--- config.mk ---
export PLATFORM = sky130hd
export DESIGN_NAME = tff_toggle_gen
export DESIGN_NICKNAME = d
export VERILOG_FILES = /design/src/rtl/tff_toggle_gen.sv
export SDC_FILE = /design/constraint.sdc
export NUM_CORES = 1
export LEC_CHECK = 0
export ABC_AREA = 1
export BUFFER_PORTS_ARGS = -buffer_cell sky130_fd_sc_hd__buf_2
export CAP_MARGIN = 20
export CORE_MARGIN = 2
export CORE_UTILIZATION = 32
export DETAILED_ROUTE_END_ITERATION = 8
export RECOVER_POWER = 50
export SYNTH_ARGS = -nofsm -noshare
export SYNTH_HDL_FRONTEND = slang
export SYNTH_SLANG_ARGS = --single-unit
--- constraint.sdc ---
create_clock -name clk -period 3.2 [get_ports clk]
set_input_delay 0.32 -clock clk [delete_from_list [all_inputs] [get_ports clk]]
set_output_delay 0.32 -clock clk [all_outputs]
set_load 0.005 [all_outputs]
--- src/rtl/tff_toggle_gen.sv ---
// rtl/tff_toggle_gen.sv - programmable T-strobe generator for a downstream sync-reset TFF
// Optional q_mirror output (model of the TFF Q) is built when TOGGLE_MIRROR_EN is defined.
module tff_toggle_gen #(
  parameter int CNT_W   = 8,
  parameter int BURST_W = 8
) (
  input  logic               clk,
  input  logic               rst,
  input  logic               start,
  input  logic               stop,
  input  logic [CNT_W-1:0]   div,
  input  logic [BURST_W-1:0] burst,
  output logic               T,
  output logic               busy,
  output logic               done,
  output logic [BURST_W-1:0] pulses_sent
`ifdef TOGGLE_MIRROR_EN
  ,
  output logic               q_mirror
`endif
);

  localparam logic [1:0] S_IDLE = 2'd0;
  localparam logic [1:0] S_RUN  = 2'd1;
  localparam logic [1:0] S_DONE = 2'd2;

  logic [1:0]         state_q, state_d;
  logic [CNT_W-1:0]   cnt_q, cnt_d;
  logic [CNT_W-1:0]   div_q, div_d;
  logic [BURST_W-1:0] burst_q, burst_d;
  logic [BURST_W-1:0] pulses_q, pulses_d;
  logic               t_q, t_d;
  logic [CNT_W-1:0]   div_eff;

  assign div_eff = (div == '0) ? CNT_W'(1) : div;

  always_comb begin
    state_d  = state_q;
    cnt_d    = cnt_q;
    div_d    = div_q;
    burst_d  = burst_q;
    pulses_d = pulses_q;
    t_d      = 1'b0;
    case (state_q)
      S_IDLE: begin
        // stop wins over start while idle
        if (start && !stop) begin
          div_d    = div_eff;
          burst_d  = burst;
          cnt_d    = div_eff - CNT_W'(1);
          pulses_d = '0;
          state_d  = S_RUN;
        end
      end
      S_RUN: begin
        if (stop) begin
          state_d = S_IDLE;
        end else if (cnt_q != '0) begin
          cnt_d = cnt_q - CNT_W'(1);
        end else begin
          t_d      = 1'b1;
          cnt_d    = div_q - CNT_W'(1);
          pulses_d = pulses_q + BURST_W'(1);
          if (burst_q != '0 && pulses_d == burst_q) state_d = S_DONE;
        end
      end
      S_DONE: state_d = S_IDLE;
      default: state_d = S_IDLE;
    endcase
  end

  always_ff @(posedge clk) begin
    if (rst) begin
      state_q  <= S_IDLE;
      cnt_q    <= '0;
      div_q    <= '0;
      burst_q  <= '0;
      pulses_q <= '0;
      t_q      <= 1'b0;
    end else begin
      state_q  <= state_d;
      cnt_q    <= cnt_d;
      div_q    <= div_d;
      burst_q  <= burst_d;
      pulses_q <= pulses_d;
      t_q      <= t_d;
    end
  end

  assign T           = t_q;
  assign busy        = (state_q == S_RUN);
  assign done        = (state_q == S_DONE);
  assign pulses_sent = pulses_q;

`ifdef TOGGLE_MIRROR_EN
  logic mirror_q, mirror_d;

  // toggles exactly where the downstream TFF would see T high
  assign mirror_d = mirror_q ^ t_q;

  always_ff @(posedge clk) begin
    if (rst) mirror_q <= 1'b0;
    else     mirror_q <= mirror_d;
  end

  assign q_mirror = mirror_q;
`else
`endif

endmodule

==> qor.txt <==
# nets final = 354
total global routing track utilization = 15.2%
Die ar. = 7010 um^2
first-pass GRT wire length = 8500 um
critical path peak fanout = 21
VDD IR-drop max = 0.000241 V
Post-DP HPWL = 3790 um
R2R depth = 5
Overall Power = 1010 uW
Die Y = 83.7 um
xor/xnor share of the synthesized area = 3.44%
Fin. Hold Viols = 0
Area growth, synth to finish = 12.7%
initial antenna violation count = 0
clock net sink count = 35
complex-gate fraction of the synthesized area = 15.4%
drt wl/cell = 12.6 um
vias in the first global route = 1830
PortBufs = 30
reg2reg end = burst_q[5]$_SDFFE_PP0P_
Reg2Reg Setup Slack = 1.03 ns
synth warn = 0
ys async rst share = 0%
RSZ-0062 raised after global routing = no
ys flop type = dfxtp_1
Post-CTS Setup Inserts = 0
Setup WS post-layout = 1.03 ns
Required @ worst endpoint = 3.36 ns
hold endpoint = burst_q[3]$_SDFFE_PP0P_
antenna viol nets, final = 0
area of the multi-input gates = 1080 um^2
Row Count = 29
CTS tree = built
Routability Congestion = 0.832
PD cells = 441 nW/um^2
Syn Nets = 325
Antenna Cells = 0
Routed WL = 5150 um
Crit path largest cell delay = 0.54 ns
number of synthesized flops with an enable pin = 0
RR Startpoint = state_q[0]$_SDFFE_PP0P_
HP Class = in2reg
CP endpoint kind = register
fin util = 36.7%
mapped cell area = 2030 um^2
Worst-Margin Slew = 0.671 ns
status = completed
Seq/Total Area, Yosys = 34.4%
synthesis-stage register bit count = 35
Final Slew Violations = 0
startpoint types = register
final worst clock skew = 0.00638 ns
drt initial violations = 73
PostCTS Resize Cnt = 0
CP Data Arrival Time = 2.34 ns
vias = 1928
Distinct cells, synth = 31
Post-Synth Simple-Gate Area = 33.3%
CTS Hold Buffers Added = 0
Hold Startpoint = burst[3]
# Max-Cap Violations = 0
Setup-failing EPs final = 0
Clk pin slew, worst setup/hold paths = 0.07 ns
relative slew slack = 55.2%
Clock Path Buffers = 2
CTS Buf Count = 5
CP max stage cell = clkbuf_1
Vias/cell = 4.71
post-synthesis instance total = 303
share of layout cells above drive strength 1 = 15.7%
synthesized area per cell = 6.71 um^2
hold path depth = 3
Fillers = 693
Die X = 83.7 um
Final Cycle Share = 67.9%
Pleak = 0.00108 uW
Fmax achieved = 460 MHz
Worst setup startpoint = state_q[0]$_SDFFE_PP0P_
crit path cell chain = nor4_4, clkbuf_1, inv_1, o21ai_0, a21oi_1
mux contribution to synthesized area = 0%
drt pass-1 iters = 4
Post-Place Setup Slack = 1.35 ns
worst-skew pair later-pin latency = 0.29 ns
Tmin final = 2.17 ns
total grt overflow = 0
Starting Density = 32.6%
total core area = 6240 um^2
total negative slack = 0 ns
Synth Area in Adders = 1.23%
Boundary Pins = 31
area occupied by registers = 701 um^2
DRC violations left = 0
root buf cell = clkbuf_8
largest family of logic cells by synthesized area = simple AND/OR/NAND/NOR gates
CTS H-Tree Depth = 2
WS Path Type = reg2reg
largest net degree at the start of global routing = 24
## worst max-delay path by stage
| stage | endpoint | depth (start not counted) |
|---|---|---|
| after global routing | burst_q[1]$_SDFFE_PP0P_ | 5 |
| after floorplan | cnt_q[2]$_SDFFE_PP0P_ | 10 |
| final | burst_q[5]$_SDFFE_PP0P_ | 5 |
| after global placement | cnt_q[4]$_SDFFE_PP0P_ | 10 |
| after detailed placement | cnt_q[4]$_SDFFE_PP0P_ | 10 |
| after CTS | cnt_q[4]$_SDFFE_PP0P_ | 10 |
## layout by cell type (no fill, tap or decap)
cell | synthesis | layout
nand2_4 | 2 | 1
a21oi_2 | 1 | 1
nor3_1 | 3 | 3
clkbuf_1 | 4 | 6
nand4_1 | 5 | 5
o21ai_0 | 26 | 26
clkbuf_8 | 0 | 6
xor2_1 | 6 | 6
o21ai_2 | 2 | 2
inv_2 | 3 | 3
ha_1 | 2 | 2
a21oi_1 | 21 | 21
o211a_1 | 1 | 1
o21ai_1 | 4 | 4
nand3_1 | 23 | 23
xnor2_1 | 2 | 2
dfxtp_1 | 35 | 35
nor2_1 | 43 | 43
nand2_1 | 52 | 53
o211ai_1 | 2 | 2
buf_2 | 0 | 24
inv_4 | 1 | 1
a31oi_1 | 1 | 1
or2_0 | 3 | 3
clkbuf_2 | 0 | 1
nand2_2 | 3 | 3
nor4_4 | 1 | 1
nor2_2 | 4 | 4
clkinv_2 | 0 | 1
nor2_4 | 3 | 3
nor2_8 | 1 | 1
inv_1 | 44 | 44
## registers in the layout (all words and copies together), names as in the netlist
name,flops
burst_q,8
cnt_q,8
div_q,8
pulses_sent,8
state_q,2
T,1
## per-layer routing
layer  up-vias  wire (um)  GRT usage (%)
li1       1023          -              -
met1       858       2360           18.3
met2        43       2480           25.8
met3         4        265           4.45
met4         0         52           5.13
met5         -          0              0
## cell usage after synthesis (2+ instances only)
library cell / instances / share of area (%)
nand2_1: 52 / 9.6
inv_1: 44 / 8.1
nor2_1: 43 / 7.9
dfxtp_1: 35 / 34
o21ai_0: 26 / 6.4
nand3_1: 23 / 5.7
a21oi_1: 21 / 5.2
xor2_1: 6 / 2.6
nand4_1: 5 / 1.5
clkbuf_1: 4 / 0.74
nor2_2: 4 / 1.2
o21ai_1: 4 / 0.98
buf_6: 3 / 1.7
inv_2: 3 / 0.55
nand2_2: 3 / 0.92
nor2_4: 3 / 1.7
nor3_1: 3 / 0.74
or2_0: 3 / 0.92
ha_1: 2 / 1.2
nand2_4: 2 / 1.1
o211ai_1: 2 / 0.74
o21ai_2: 2 / 0.86
xnor2_1: 2 / 0.86
## where the power goes
part           internal (uW)  switching, uW
clock network            169            166
registers                463           18.6
logic                   65.6            130
total                    697            315
## worst max-delay path: cells and delay by family (launching register included)
kind | cells | cell delay (ns)
buf+inv | 2 | 1.04
flops | 1 | 0.37
compound gates | 2 | 0.35
simple gates | 1 | 0.27
## cells by family (layout without fill, tap and decap cells)
kind of cell             after synthesis  in the layout
adder cells (fa/ha/maj)                2              2
XOR/XNOR                               8              8
flip-flops                            35             35
AND/OR/NAND/NOR                      143            143
buffers and inverters                 57             86
AO/OA/AOI/OAI                         58             58
## metrics by stage
step | hold WS, ns | instance area (um^2) | cells
global route | 0.258 | 2290 | 409
CTS | 0.239 | 2310 | 409
detailed placement | 0.452 | 2220 | 402
floorplan | 0.425 | 2030 | 303
global placement | 0.446 | 2220 | 402
finish | 0.246 | 2290 | 409
## area by class of cell
cell class                      instances  area share (%)
Timing Repair Buffer                   31            6.44
Inverter                               48            7.97
Clock buffer                            6            3.60
Clock inverter                          1           0.218
Sequential cell                        35            30.6
Multi-Input combinational cell        211            47.0
Tap cell                               77            4.20
Power figures use the tool's default switching activity.
